`config.mk`:
```
export PLATFORM = sky130hd
export DESIGN_NAME = cmd_dispatch_flat
export DESIGN_NICKNAME = d
export VERILOG_FILES = /design/src/rtl/cmd_dispatch_if.sv /design/src/rtl/cmd_dispatch.sv /design/src/flat_wrapper.sv
export SDC_FILE = /design/constraint.sdc
export NUM_CORES = 1
export LEC_CHECK = 0
export ABC_AREA = 1
export CAP_MARGIN = 20
export CORE_MARGIN = 2
export CORE_UTILIZATION = 55
export CTS_CLUSTER_SIZE = 24
export DETAILED_ROUTE_END_ITERATION = 10
export MAX_ROUTING_LAYER = met4
export PLACE_DENSITY = 0.84
export SYNTH_ARGS = -nofsm -noshare
export SYNTH_HDL_FRONTEND = slang
export SYNTH_SLANG_ARGS = --single-unit
```
`constraint.sdc`:
```
create_clock -name clk -period 2.8 [get_ports clk]
set_input_delay 0.28 -clock clk [delete_from_list [all_inputs] [get_ports clk]]
set_output_delay 0.28 -clock clk [all_outputs]
set_load 0.1 [all_outputs]
```
`src/rtl/cmd_dispatch_if.sv`:
```
// Host command bus between uart_rx/uart_tx, the dump engine, the config registers
// and cmd_dispatch. The host-facing side is "master"; cmd_dispatch takes "slave".
interface cmd_dispatch_if;
    logic [7:0] rx_data;
    logic       rx_rdy;
    logic       clr_rx_rdy;
    logic       dump_done;
    logic       tx_done;
    logic       start_dump;
    logic [1:0] dump_ch;
    logic [7:0] dump_addr;
    logic       cfg_wr;
    logic [7:0] cfg_addr;
    logic [7:0] cfg_data;
    logic [7:0] tx_data;
    logic       trmt;
    logic       busy;

    modport master (
        output rx_data, rx_rdy, dump_done, tx_done,
        input  clr_rx_rdy, start_dump, dump_ch, dump_addr, cfg_wr,
               cfg_addr, cfg_data, tx_data, trmt, busy
    );

    modport slave (
        input  rx_data, rx_rdy, dump_done, tx_done,
        output clr_rx_rdy, start_dump, dump_ch, dump_addr, cfg_wr,
               cfg_addr, cfg_data, tx_data, trmt, busy
    );
endinterface

```
`src/rtl/cmd_dispatch.sv`:
```
// Assembles 3-byte host commands (opcode/channel, data, address), then launches a
// channel dump or performs a config write answered with a 1-byte ACK/NAK.
module cmd_dispatch #(
    parameter int         TIMEOUT = 50000,
    parameter logic [7:0] ACK     = 8'hA5,
    parameter logic [7:0] NAK     = 8'hEE
) (
    input logic          clk,
    input logic          rst_n,
    cmd_dispatch_if.slave bus
);
    localparam int CNT_W = $clog2(TIMEOUT + 1);
    localparam logic [CNT_W-1:0] CNT_LAST = CNT_W'(TIMEOUT - 1);
    localparam logic [3:0] OP_DUMP = 4'h1;
    localparam logic [3:0] OP_CFG  = 4'h2;

    typedef enum logic [2:0] {
        GET0, GET1, GET2, DECODE, DUMP_WAIT, SEND, TX_WAIT
    } state_t;

    state_t           state;
    logic [CNT_W-1:0] cnt;
    logic [3:0]       opcode;
    logic [1:0]       channel;
    logic [7:0]       data_byte;

    logic       start_dump;
    logic       cfg_wr;
    logic       trmt;
    logic       busy;
    logic [1:0] dump_ch;
    logic [7:0] dump_addr;
    logic [7:0] cfg_addr;
    logic [7:0] cfg_data;
    logic [7:0] tx_data;

    // Every presented byte is consumed at once: accepted while assembling, dropped while busy.
    assign bus.clr_rx_rdy = bus.rx_rdy;
    assign bus.start_dump = start_dump;
    assign bus.cfg_wr     = cfg_wr;
    assign bus.trmt       = trmt;
    assign bus.busy       = busy;
    assign bus.dump_ch    = dump_ch;
    assign bus.dump_addr  = dump_addr;
    assign bus.cfg_addr   = cfg_addr;
    assign bus.cfg_data   = cfg_data;
    assign bus.tx_data    = tx_data;

    always_ff @(posedge clk) begin
        if (!rst_n) begin
            state      <= GET0;
            cnt        <= '0;
            start_dump <= 1'b0;
            cfg_wr     <= 1'b0;
            trmt       <= 1'b0;
            busy       <= 1'b0;
            dump_ch    <= '0;
            dump_addr  <= '0;
            cfg_addr   <= '0;
            cfg_data   <= '0;
            tx_data    <= '0;
        end else begin
            start_dump <= 1'b0;
            cfg_wr     <= 1'b0;
            trmt       <= 1'b0;
            case (state)
                GET0: begin
                    cnt <= '0;
                    if (bus.rx_rdy) begin
                        opcode  <= bus.rx_data[7:4];
                        channel <= bus.rx_data[1:0];
                        state   <= GET1;
                        busy    <= 1'b1;
                    end
                end
                GET1: begin
                    if (bus.rx_rdy) begin
                        data_byte <= bus.rx_data;
                        cnt       <= '0;
                        state     <= GET2;
                    end else if (cnt == CNT_LAST) begin
                        cnt   <= '0;
                        state <= GET0;
                        busy  <= 1'b0;
                    end else begin
                        cnt <= cnt + 1'b1;
                    end
                end
                GET2: begin
                    if (bus.rx_rdy) begin
                        cnt   <= '0;
                        state <= DECODE;
                        // Strobes are registered here so they are high exactly during DECODE.
                        case (opcode)
                            OP_DUMP: begin
                                start_dump <= 1'b1;
                                dump_ch    <= channel;
                                dump_addr  <= bus.rx_data;
                            end
                            OP_CFG: begin
                                cfg_wr   <= 1'b1;
                                cfg_addr <= bus.rx_data;
                                cfg_data <= data_byte;
                                tx_data  <= ACK;
                            end
                            default: tx_data <= NAK;
                        endcase
                    end else if (cnt == CNT_LAST) begin
                        cnt   <= '0;
                        state <= GET0;
                        busy  <= 1'b0;
                    end else begin
                        cnt <= cnt + 1'b1;
                    end
                end
                DECODE: begin
                    if (opcode == OP_DUMP) begin
                        state <= DUMP_WAIT;
                    end else begin
                        trmt  <= 1'b1;
                        state <= SEND;
                    end
                end
                SEND: state <= TX_WAIT;
                TX_WAIT: begin
                    if (bus.tx_done) begin
                        state <= GET0;
                        busy  <= 1'b0;
                    end
                end
                DUMP_WAIT: begin
                    if (bus.dump_done) begin
                        state <= GET0;
                        busy  <= 1'b0;
                    end
                end
                default: begin
                    state <= GET0;
                    busy  <= 1'b0;
                end
            endcase
        end
    end
endmodule

```
`src/flat_wrapper.sv`:
```
// flat-port wrapper written by rule: the top's interface ports become plain ports
module cmd_dispatch_flat 
#(
    parameter int         TIMEOUT = 50000,
    parameter logic [7:0] ACK     = 8'hA5,
    parameter logic [7:0] NAK     = 8'hEE
)
  (clk, rst_n, bus_rx_data, bus_rx_rdy, bus_dump_done, bus_tx_done, bus_clr_rx_rdy, bus_start_dump, bus_dump_ch, bus_dump_addr, bus_cfg_wr, bus_cfg_addr, bus_cfg_data, bus_tx_data, bus_trmt, bus_busy);
  cmd_dispatch_if bus_i ();
  input logic clk;
  input logic rst_n;
  input wire logic [$bits(bus_i.rx_data)-1:0] bus_rx_data;
  input wire logic [$bits(bus_i.rx_rdy)-1:0] bus_rx_rdy;
  input wire logic [$bits(bus_i.dump_done)-1:0] bus_dump_done;
  input wire logic [$bits(bus_i.tx_done)-1:0] bus_tx_done;
  output wire logic [$bits(bus_i.clr_rx_rdy)-1:0] bus_clr_rx_rdy;
  output wire logic [$bits(bus_i.start_dump)-1:0] bus_start_dump;
  output wire logic [$bits(bus_i.dump_ch)-1:0] bus_dump_ch;
  output wire logic [$bits(bus_i.dump_addr)-1:0] bus_dump_addr;
  output wire logic [$bits(bus_i.cfg_wr)-1:0] bus_cfg_wr;
  output wire logic [$bits(bus_i.cfg_addr)-1:0] bus_cfg_addr;
  output wire logic [$bits(bus_i.cfg_data)-1:0] bus_cfg_data;
  output wire logic [$bits(bus_i.tx_data)-1:0] bus_tx_data;
  output wire logic [$bits(bus_i.trmt)-1:0] bus_trmt;
  output wire logic [$bits(bus_i.busy)-1:0] bus_busy;
  assign bus_i.rx_data = bus_rx_data;
  assign bus_i.rx_rdy = bus_rx_rdy;
  assign bus_i.dump_done = bus_dump_done;
  assign bus_i.tx_done = bus_tx_done;
  assign bus_clr_rx_rdy = bus_i.clr_rx_rdy;
  assign bus_start_dump = bus_i.start_dump;
  assign bus_dump_ch = bus_i.dump_ch;
  assign bus_dump_addr = bus_i.dump_addr;
  assign bus_cfg_wr = bus_i.cfg_wr;
  assign bus_cfg_addr = bus_i.cfg_addr;
  assign bus_cfg_data = bus_i.cfg_data;
  assign bus_tx_data = bus_i.tx_data;
  assign bus_trmt = bus_i.trmt;
  assign bus_busy = bus_i.busy;
  cmd_dispatch #(.TIMEOUT(TIMEOUT), .ACK(ACK), .NAK(NAK)) u_core (.clk(clk), .rst_n(rst_n), .bus(bus_i));
endmodule
```
==> results.txt, run 1 <==
Crit path largest cell delay: 0.39 ns
Fin nets: 396
Area added between synthesis and finish: 21.5%
Post-placement cell area: 3120 um2
Final period util: 68.3%
Worst-margin pin slew: 0.602 ns
Critical path class: flip-flop to flip-flop
DRT Wirelength: 5630 um
Total grt overflow: 0
H-tree depth: 3
Crit path buf inv count: 1
RD Place Congestion: 0.892
CTS Sinks: 66
Relative max-transition margin: 59.7%
Post-synth top cells: nand2_1, nor2_1, dfxtp_1
DR iter-0 viols: 204
CTS Buffer Depth: 2
Area of the mapped netlist: 2740 um2
Antenna violations before repair: 0
DR vias: 2,285
Pwr Total: 2.25 mW
Maximum Capacitance Violations: 0
Share of the yosys chip area belonging to registers: 53.4%
Setup ws final: 0.889 ns
Post-synth EDFFs: 14
Setup Buffers After CTS: 0
Post-CTS Resized: 0
DIE WIDTH: 74.5 um
Die ar.: 5560 um2
YS warnings: 0
CP Cell Sequence: nor2_1, nand3_1, nor2_2, inv_1, nor2_1, nor2_1
Worst EP required: 3.04 ns
Leakage: 1.46 nW
Dpl ws: 0.658 ns
Antenna-violating nets left: 0
Num CTS Buffers: 9
Synth cell types: 31
Ports: 52
Status: completed
RSZ-0062 raised after global routing: false
Yosys reg bits: 66
First-pass GRT wire length: 8890 um
Syn nets: 350
Largest net degree at the start of global routing: 35
Largest area contributor in the netlist: dfxtp_1
FP Rows: 25
Crit start category: flip-flop
Top_reg_cell synth: dfxtp_1
Cell family with most CP delay: simple AND/OR/NAND/NOR gates
Hold-fix buffers, CTS: 0
Root Buffer: clkbuf_8
Max FO, Critical Path: 11
Cell area power density: 677 nW/um2
Clock latency on the worst-skew pair: 0.34 ns
Slowest CP cell: edfxtp_1
Vias per std cell: 5.03
Period minus WS final: 1.91 ns
VDD IR max: 0.370 mV
Drt pass-1 iters: 4
Final setup vio count: 0
Crit path top cell by count: nor2_1
Finished layout cell area: 3330 um2
Clock-pin slew on the worst setup and hold paths: 0.08 ns
Slew Limit Fails: 0
Residual DRC: 0
Synth Area per Inst: 8.14 um2
I/O Buffers: 50
Final Skew: 0.00721 ns
Chip height: 74.5 um
Ranking of synthesized cells by area: dfxtp_1, edfxtp_1, nand2_1
Fraction of layout cells with a size suffix above 1: 19.6%
Syn Inst Count: 336
Crit end category: flip-flop
Count leader, synth: nand2_1
N_diodes: 0
HPWL after DPL: 3880 um
Wirelength per Cell: 12.4 um
Core area: 4750 um2
Hold Fails Final Rpt: 0
Post-synth top area share: 38.0%
Hold Crit Class: flip-flop to flip-flop
Fmax achieved: 0.523 GHz
Starting density of the core: 57.6%
GRT Util Overall: 22.1%
Min Hold Slack: 0.430 ns
TritonCTS clock tree: built
Vias in the first global route: 1,950
Setup TNS: 0 ns
CP arrival: 2.15 ns
Ys async rst share: 0%
==> power breakdown <==
group / internal [mW] / leakage, nW / switching, mW
sequential: 1.02 / 0.548 / 0.0323
combinational: 0.102 / 0.818 / 0.299
clock: 0.435 / 0.0945 / 0.369
total: 1.55 / 1.46 / 0.701
==> final cells by class <==
cell class	count	area, um2
Inverter	29	109
Timing Repair Buffer	52	420
Clock buffer	10	138
Sequential cell	66	1460
Multi-Input combinational cell	224	1050
Clock inverter	6	66.3
Tap cell	67	83.8
Fill cell	378	1430
==> final timing paths <==
| check | start | to | slack (ns) | depth (start not counted) |
|---|---|---|---|---|
| max | u_core.opcode[3] | u_core.bus.dump_addr[3] | 0.89 | 6 |
| min | u_core.data_byte[1] | u_core.bus.cfg_data[1] | 0.43 | 2 |
| max reg2reg | u_core.opcode[3] | u_core.bus.dump_addr[3] | 0.89 | 6 |
| min reg2reg | u_core.data_byte[1] | u_core.bus.cfg_data[1] | 0.43 | 2 |
==> routing by layer <==
layer	GRT usage [%]	part of all wire, %
met5	-	0
met4	11.1	1.1
met3	5.42	5.2
met2	32.4	47
met1	28.6	47
==> sequential cells by signal, summed over array words and instances, names as in the netlist, 2 cells and up <==
register              flops
u_core.data_byte          8
u_core.cnt               16
u_core.bus.dump_addr      8
u_core.opcode             4
u_core.bus.dump_ch        2
u_core.bus.tx_data        3
u_core.state              3
u_core.bus.cfg_addr       8
u_core.bus.cfg_data       8
u_core.channel            2
==> worst reg2reg max path, cell delays in order, from the launching register on <==
cell and delay, ns:
edfxtp_1 0.39, nor2_1 0.28, nand3_1 0.23, nor2_2 0.39, inv_1 0.28, nor2_1 0.18
nor2_1 0.06
==> cell families after synthesis <==
kind of cell | count (synthesis) | share of synthesized area [%]
xor gates and xnor gates | 7 | 2.24
DFF | 66 | 53.4
AOI/OAI and AO/OA | 20 | 3.70
buffers and inverters | 46 | 8.32
other | 1 | 0.137
adders and majority gates | 1 | 0.457
and+or+nand+nor | 195 | 31.7
==> cell usage in the layout (no fill, tap or decap), types with 2 or more instances in the layout <==
cell type / Yosys / layout
clkdlybuf4s50_1: 0 / 12
nor2_1: 60 / 60
o21ai_0: 10 / 10
buf_4: 9 / 40
a21oi_1: 8 / 8
nor2_2: 4 / 4
nand3_1: 33 / 33
inv_1: 24 / 24
dfxtp_1: 52 / 52
nand3_2: 3 / 3
clkbuf_8: 0 / 10
nor2_4: 2 / 2
nand4_1: 3 / 3
clkinvlp_4: 0 / 3
xor2_1: 5 / 5
xnor2_1: 2 / 2
nor3_1: 7 / 7
edfxtp_1: 14 / 14
nand2_1: 74 / 74
nand2_2: 3 / 3
inv_2: 5 / 5
==> per-stage QoR <==
step / cells / util (%)
after floorplan: 336 / -
after global placement: 438 / 65.7
after detailed placement: 438 / 65.7
after CTS: 454 / 69.9
after global routing: 454 / 69.9
final: 454 / 69.9
Note: power is estimated with default switching activity, not from simulation.
==> run 2, diff against run 1 <==
- CORE_UTILIZATION: 55 -> 51
- PLACE_DENSITY: 0.84 -> 0.79
- clock period: 2.8 -> 2 ns (I/O delays scaled with it)
==> results.txt, run 2 (synthesis gave the netlist of run 1 again) <==
Status: completed
Hold Crit Class: flip-flop to flip-flop
Critical path class: flip-flop to flip-flop
Crit path buf inv count: 1 (unchanged)
Die ar.: 5970 um2 (+7.4%)
CP arrival: 1.96 ns (-0.19 ns)
Area of the multi-input gates: 1050 um2 (unchanged)
Slew Limit Fails: 0 (unchanged)
Largest net degree at the start of global routing: 23 (-34%)
Crit path largest cell delay: 0.40 ns (about the same)
Most common cell after layout, fill and taps aside: nand2_1
Drt pass-1 iters: 4 (unchanged)
Starting density of the core: 53.2% (-4.3 points)
Post-CTS Resized: 0 (unchanged)
Max reg flops: 16 (unchanged)
Leakage: 1.47 nW (+0.78%)
H-tree depth: 3 (unchanged)
Wirelength per Cell: 12.1 um (-2.7%)
Fill cells: 458 (+21%)
Seq. cell area: 1460 um2 (unchanged)
Reg2Reg Depth: 6 (unchanged)
HPWL after DPL: 4030 um (+3.9%)
Fmax achieved: 0.578 GHz (+10%)
Root Buffer: clkbuf_8
VDD IR max: 0.390 mV (+5.2%)
Period minus WS final: 1.73 ns (-0.181 ns)
FP Rows: 26 (+4.0%)
Most frequent cells in the layout: nand2_1, nor2_1, dfxtp_1
DIE WIDTH: 77.3 um (+3.6%)
Worst EP required: 2.23 ns (-0.81 ns)
Cell area power density: 892 nW/um2 (+32%)
Instance count on the critical path: 6 (unchanged)
Max FO, Critical Path: 11 (unchanged)
Finished layout cell area: 3340 um2 (+0.38%)
Ports: 52 (unchanged)
Clock latency on the worst-skew pair: 0.34 ns (about the same)
Post-placement cell area: 3170 um2 (+1.5%)
DR iter-0 viols: 147 (-28%)
Chip height: 77.3 um (+3.6%)
Fin nets: 400 (+1.0%)
Total grt overflow: 0 (unchanged)
CTS Buffer Depth: 2 (unchanged)
Hold Fails Final Rpt: 0 (unchanged)
Residual DRC: 0 (unchanged)
Fraction of layout cells with a size suffix above 1: 20.5% (+0.82 points)
DRT Wirelength: 5560 um (-1.2%)
Hold-fix buffers, CTS: 0 (unchanged)
Min Hold Slack: 0.434 ns (+0.00456 ns)
Final Skew: 0.00816 ns (+0.000947 ns)
Num CTS Buffers: 9 (unchanged)
Maximum Capacitance Violations: 0 (unchanged)
Final period util: 86.5% (+18 points)
Antenna-violating nets left: 0 (unchanged)
TritonCTS clock tree: built
Clock-pin slew on the worst setup and hold paths: 0.07 ns (about the same)
Setup Buffers After CTS: 0 (unchanged)
Cell family with most CP delay: simple AND/OR/NAND/NOR gates
Setup TNS: 0 ns (unchanged)
DR vias: 2,260 (-1.1%)
Crit path top cell by count: nor2_1
Vias in the first global route: 2,124 (+8.9%)
RD Place Congestion: 0.874 (-2.1%)
I/O Buffers: 50 (unchanged)
Hold depth: 2 (unchanged)
Slowest CP cell: edfxtp_1
Crit start category: flip-flop
Antenna violations before repair: 0 (unchanged)
Vias per std cell: 4.90 (-2.6%)
CP Cell Sequence: nor2_1, nand3_1, nor2_2, inv_1, nor2_1, nor2_1
Final setup vio count: 0 (unchanged)
Largest Register: u_core.cnt
Area added between synthesis and finish: 22.0%
CTS Sinks: 66 (unchanged)
First-pass GRT wire length: 9890 um (+11%)
N_diodes: 0 (unchanged)
Crit end category: flip-flop
GRT Util Overall: 21.5% (-0.64 points)
RSZ-0062 raised after global routing: false
Core area: 5140 um2 (+8.1%)
[run 2: cell types whose count changed in the layout (fill, tap and decap cells not counted), sizes merged]
cell / previous run / this run
buf: 40 / 44
bufinv: 1 / 0
clkbuf: 10 / 9
clkinv: 2 / 4
[run 2: path summary, 6_finish.rpt]
kind,end,start,slack (ns)
max,u_core.bus.dump_addr[5],u_core.opcode[3],0.27
min,u_core.bus.cfg_data[5],u_core.data_byte[5],0.43
max reg2reg,u_core.bus.dump_addr[5],u_core.opcode[3],0.27
min reg2reg,u_core.bus.cfg_data[5],u_core.data_byte[5],0.43
[run 2: through the flow]
| step | util [%] | power, mW | setup slack, ns | instances |
|---|---|---|---|---|
| 2_1_floorplan | - | 1.94 | 0.321 | 336 |
| 3_3_place_gp | 61.6 | 2.05 | 0.310 | 445 |
| 3_5_place_dp | 61.6 | 2.06 | 0.217 | 445 |
| 4_1_cts | 64.9 | 3.00 | 0.253 | 461 |
| 5_1_grt | 64.9 | 3.14 | 0.0842 | 461 |
| 6_report | 64.9 | 2.98 | 0.270 | 461 |
[run 2: power by group]
part	internal [mW]	switching, mW
clock	0.443	0.501
combinational	0.151	0.413
sequential	1.42	0.0473
total	2.02	0.961
[run 2: metal layers]
layer	vias up	share of wire (%)	track usage [%]
li1	1165	-	-
met1	1034	45	27.4
met2	54	48	33.2
met3	7	4.5	5.41
met4	0	1.5	8.04
met5	-	0	-
[run 2: cell type report]
cell class / count / area share [%]
tap: 70 / 2.62
clock buffer: 9 / 3.71
sequential: 66 / 43.8
inverter: 29 / 3.26
clock inverter: 7 / 1.39
timing repair buffer: 56 / 13.9
multi-input combinational: 224 / 31.4
[run 2: worst reg2reg max path, cell delays in order (launching register included)]
cell and delay [ns]:
edfxtp_1 0.40, nor2_1 0.27, nand3_1 0.23, nor2_2 0.29
inv_1 0.23, nor2_1 0.16, nor2_1 0.06
==> run 3, diff against run 2 <==
==> constraint.sdc (replaced) <==
create_clock -name clk -period 2 [get_ports clk]
set_input_delay 0.4 -clock clk [delete_from_list [all_inputs] [get_ports clk]]
set_output_delay 0.4 -clock clk [all_outputs]
set_load 0.1 [all_outputs]
==> results.txt, run 3 (synthesis gave the netlist of run 1 again) <==
Status: completed
Crit start category: input port
Finished Layout Cells: 461 (unchanged)
Hold Fails Final Rpt: 0 (unchanged)
CTS Buffer Depth: 2 (unchanged)
Most frequent cells in the layout: nand2_1, nor2_1, dfxtp_1
Vias in the first global route: 2,063 (-2.9%)
First-pass GRT wire length: 9530 um (-3.7%)
CP Cell Sequence: clkdlybuf4s50_1, buf_4, buf_12
RSZ-0062 raised after global routing: false
Cell area power density: 991 nW/um2 (+11%)
Root Buffer: clkbuf_8
I/O Buffers: 50 (unchanged)
Hold-fix buffers, CTS: 0 (unchanged)
Final setup vio count: 0 (unchanged)
Critical path class: input port to primary output
Period minus WS final: 1.63 ns (-0.101 ns)
Crit path largest cell delay: 0.49 ns (+0.09 ns)
Chip height: 77.3 um (unchanged)
Finished layout cell area: 3410 um2 (+2.2%)
DR iter-0 viols: 112 (-24%)
Final period util: 81.5% (-5.0 points)
Hold Crit Class: flip-flop to flip-flop
RD Place Congestion: 0.924 (+5.8%)
Antenna-violating nets left: 0 (unchanged)
Pwr Total: 3.38 mW (+14%)
CP arrival: 1.23 ns (-0.73 ns)
Num CTS Buffers: 9 (unchanged)
Slowest CP cell: clkdlybuf4s50_1
Largest net degree at the start of global routing: 25 (+8.7%)
Ports: 52 (unchanged)
Fraction of layout cells with a size suffix above 1: 20.2% (-0.26 points)
GRT Util Overall: 20.7% (-0.80 points)
TritonCTS clock tree: built
Max reg flops: 16 (unchanged)
Total grt overflow: 0 (unchanged)
Reg2Reg Depth: 10 (+4)
Vias per std cell: 4.89 (-0.22%)
Fill cells: 439 (-4.1%)
DRT Wirelength: 5570 um (about the same)
Post-placement cell area: 3170 um2 (unchanged)
DIE WIDTH: 77.3 um (unchanged)
Largest Register: u_core.cnt
Residual DRC: 0 (unchanged)
Antenna violations before repair: 0 (unchanged)
Max FO, Critical Path: 5 (-6)
Cell family with most CP delay: buffers and inverters
CTS Sinks: 66 (unchanged)
Setup TNS: 0 ns (unchanged)
Wirelength per Cell: 12.1 um (about the same)
H-tree depth: 3 (unchanged)
Die ar.: 5970 um2 (unchanged)
Leakage: 1.51 nW (+2.4%)
HPWL after DPL: 3960 um (-1.9%)
N_diodes: 0 (unchanged)
Crit path buf inv count: 3 (+2)
VDD IR max: 0.629 mV (+61%)
Clock-pin slew on the worst setup and hold paths: 0.08 ns (about the same)
Instance count on the critical path: 3 (-3)
FP Rows: 26 (unchanged)
Final Skew: 0.0109 ns (+0.00270 ns)
Drt pass-1 iters: 5 (+1)
Fin nets: 400 (unchanged)
Crit end category: primary output
Post-CTS Resized: 0 (unchanged)
Maximum Capacitance Violations: 0 (unchanged)
Area added between synthesis and finish: 24.6%
Clock latency on the worst-skew pair: 0.35 ns (about the same)
Slew Limit Fails: 0 (unchanged)
DR vias: 2,255 (-0.22%)
Hold depth: 2 (unchanged)
Layout Utilization: 66.4% (+1.4 points)
Core area: 5140 um2 (unchanged)
Starting density of the core: 53.2% (unchanged)
Worst EP required: 1.60 ns (-0.63 ns)
Placed cell count: 445 (unchanged)
Fmax achieved: 0.614 GHz (+6.2%)
Most common cell after layout, fill and taps aside: nand2_1
Setup Buffers After CTS: 0 (unchanged)
==> run 3: worst register-to-register path, delay by kind of cell (launching register included) <==
family | cells | cell delay (ns)
adder cells (fa/ha/maj) | 1 | 0.21
buffers and inverters | 1 | 0.08
flip-flops | 1 | 0.39
AND/OR/NAND/NOR | 8 | 0.84
==> run 3: final timing paths <==
kind / end / slack, ns / from
setup / recovery: bus_clr_rx_rdy / 0.37 / bus_rx_rdy
hold / removal: u_core.bus.cfg_data[5] / 0.43 / u_core.data_byte[5]
setup reg to reg: u_core.cnt[13] / 0.37 / u_core.cnt[0]
hold reg to reg: u_core.bus.cfg_data[5] / 0.43 / u_core.data_byte[5]
==> run 3: final cells by class <==
class | instances | area [um2] | area share [%]
clock inverters | 6 | 115 | 3.37
inverters | 29 | 109 | 3.19
flip-flops and latches | 66 | 1460 | 42.8
clock buffers | 10 | 128 | 3.74
multi-input cells | 224 | 1050 | 30.7
well taps | 70 | 87.6 | 2.57
repair buffers | 56 | 463 | 13.6
==> run 3: report_power, final <==
part	total, mW	switching (mW)	leakage, nW	internal (mW)
Clock	1.35	0.520	0.117	0.832
Combinational	0.562	0.411	0.843	0.152
Sequential	1.47	0.0454	0.548	1.42
==> run 3: metal layers <==
| metal | track usage (%) | wire length [um] | vias up |
|---|---|---|---|
| met3 | 4.24 | 318 | 12 |
| met2 | 32.3 | 2710 | 75 |
| met4 | 10.2 | 110 | 0 |
| met1 | 25.6 | 2420 | 1008 |
| met5 | - | 0 | - |
| li1 | - | - | 1160 |
==> run 3: through the flow <==
step / hold slack [ns] / setup WS [ns]
after detailed placement: 0.423 / 0.132
final: 0.430 / 0.371
after global routing: 0.458 / 0.233
after floorplan: 0.412 / 0.208
after global placement: 0.418 / 0.131
after CTS: 0.439 / 0.371
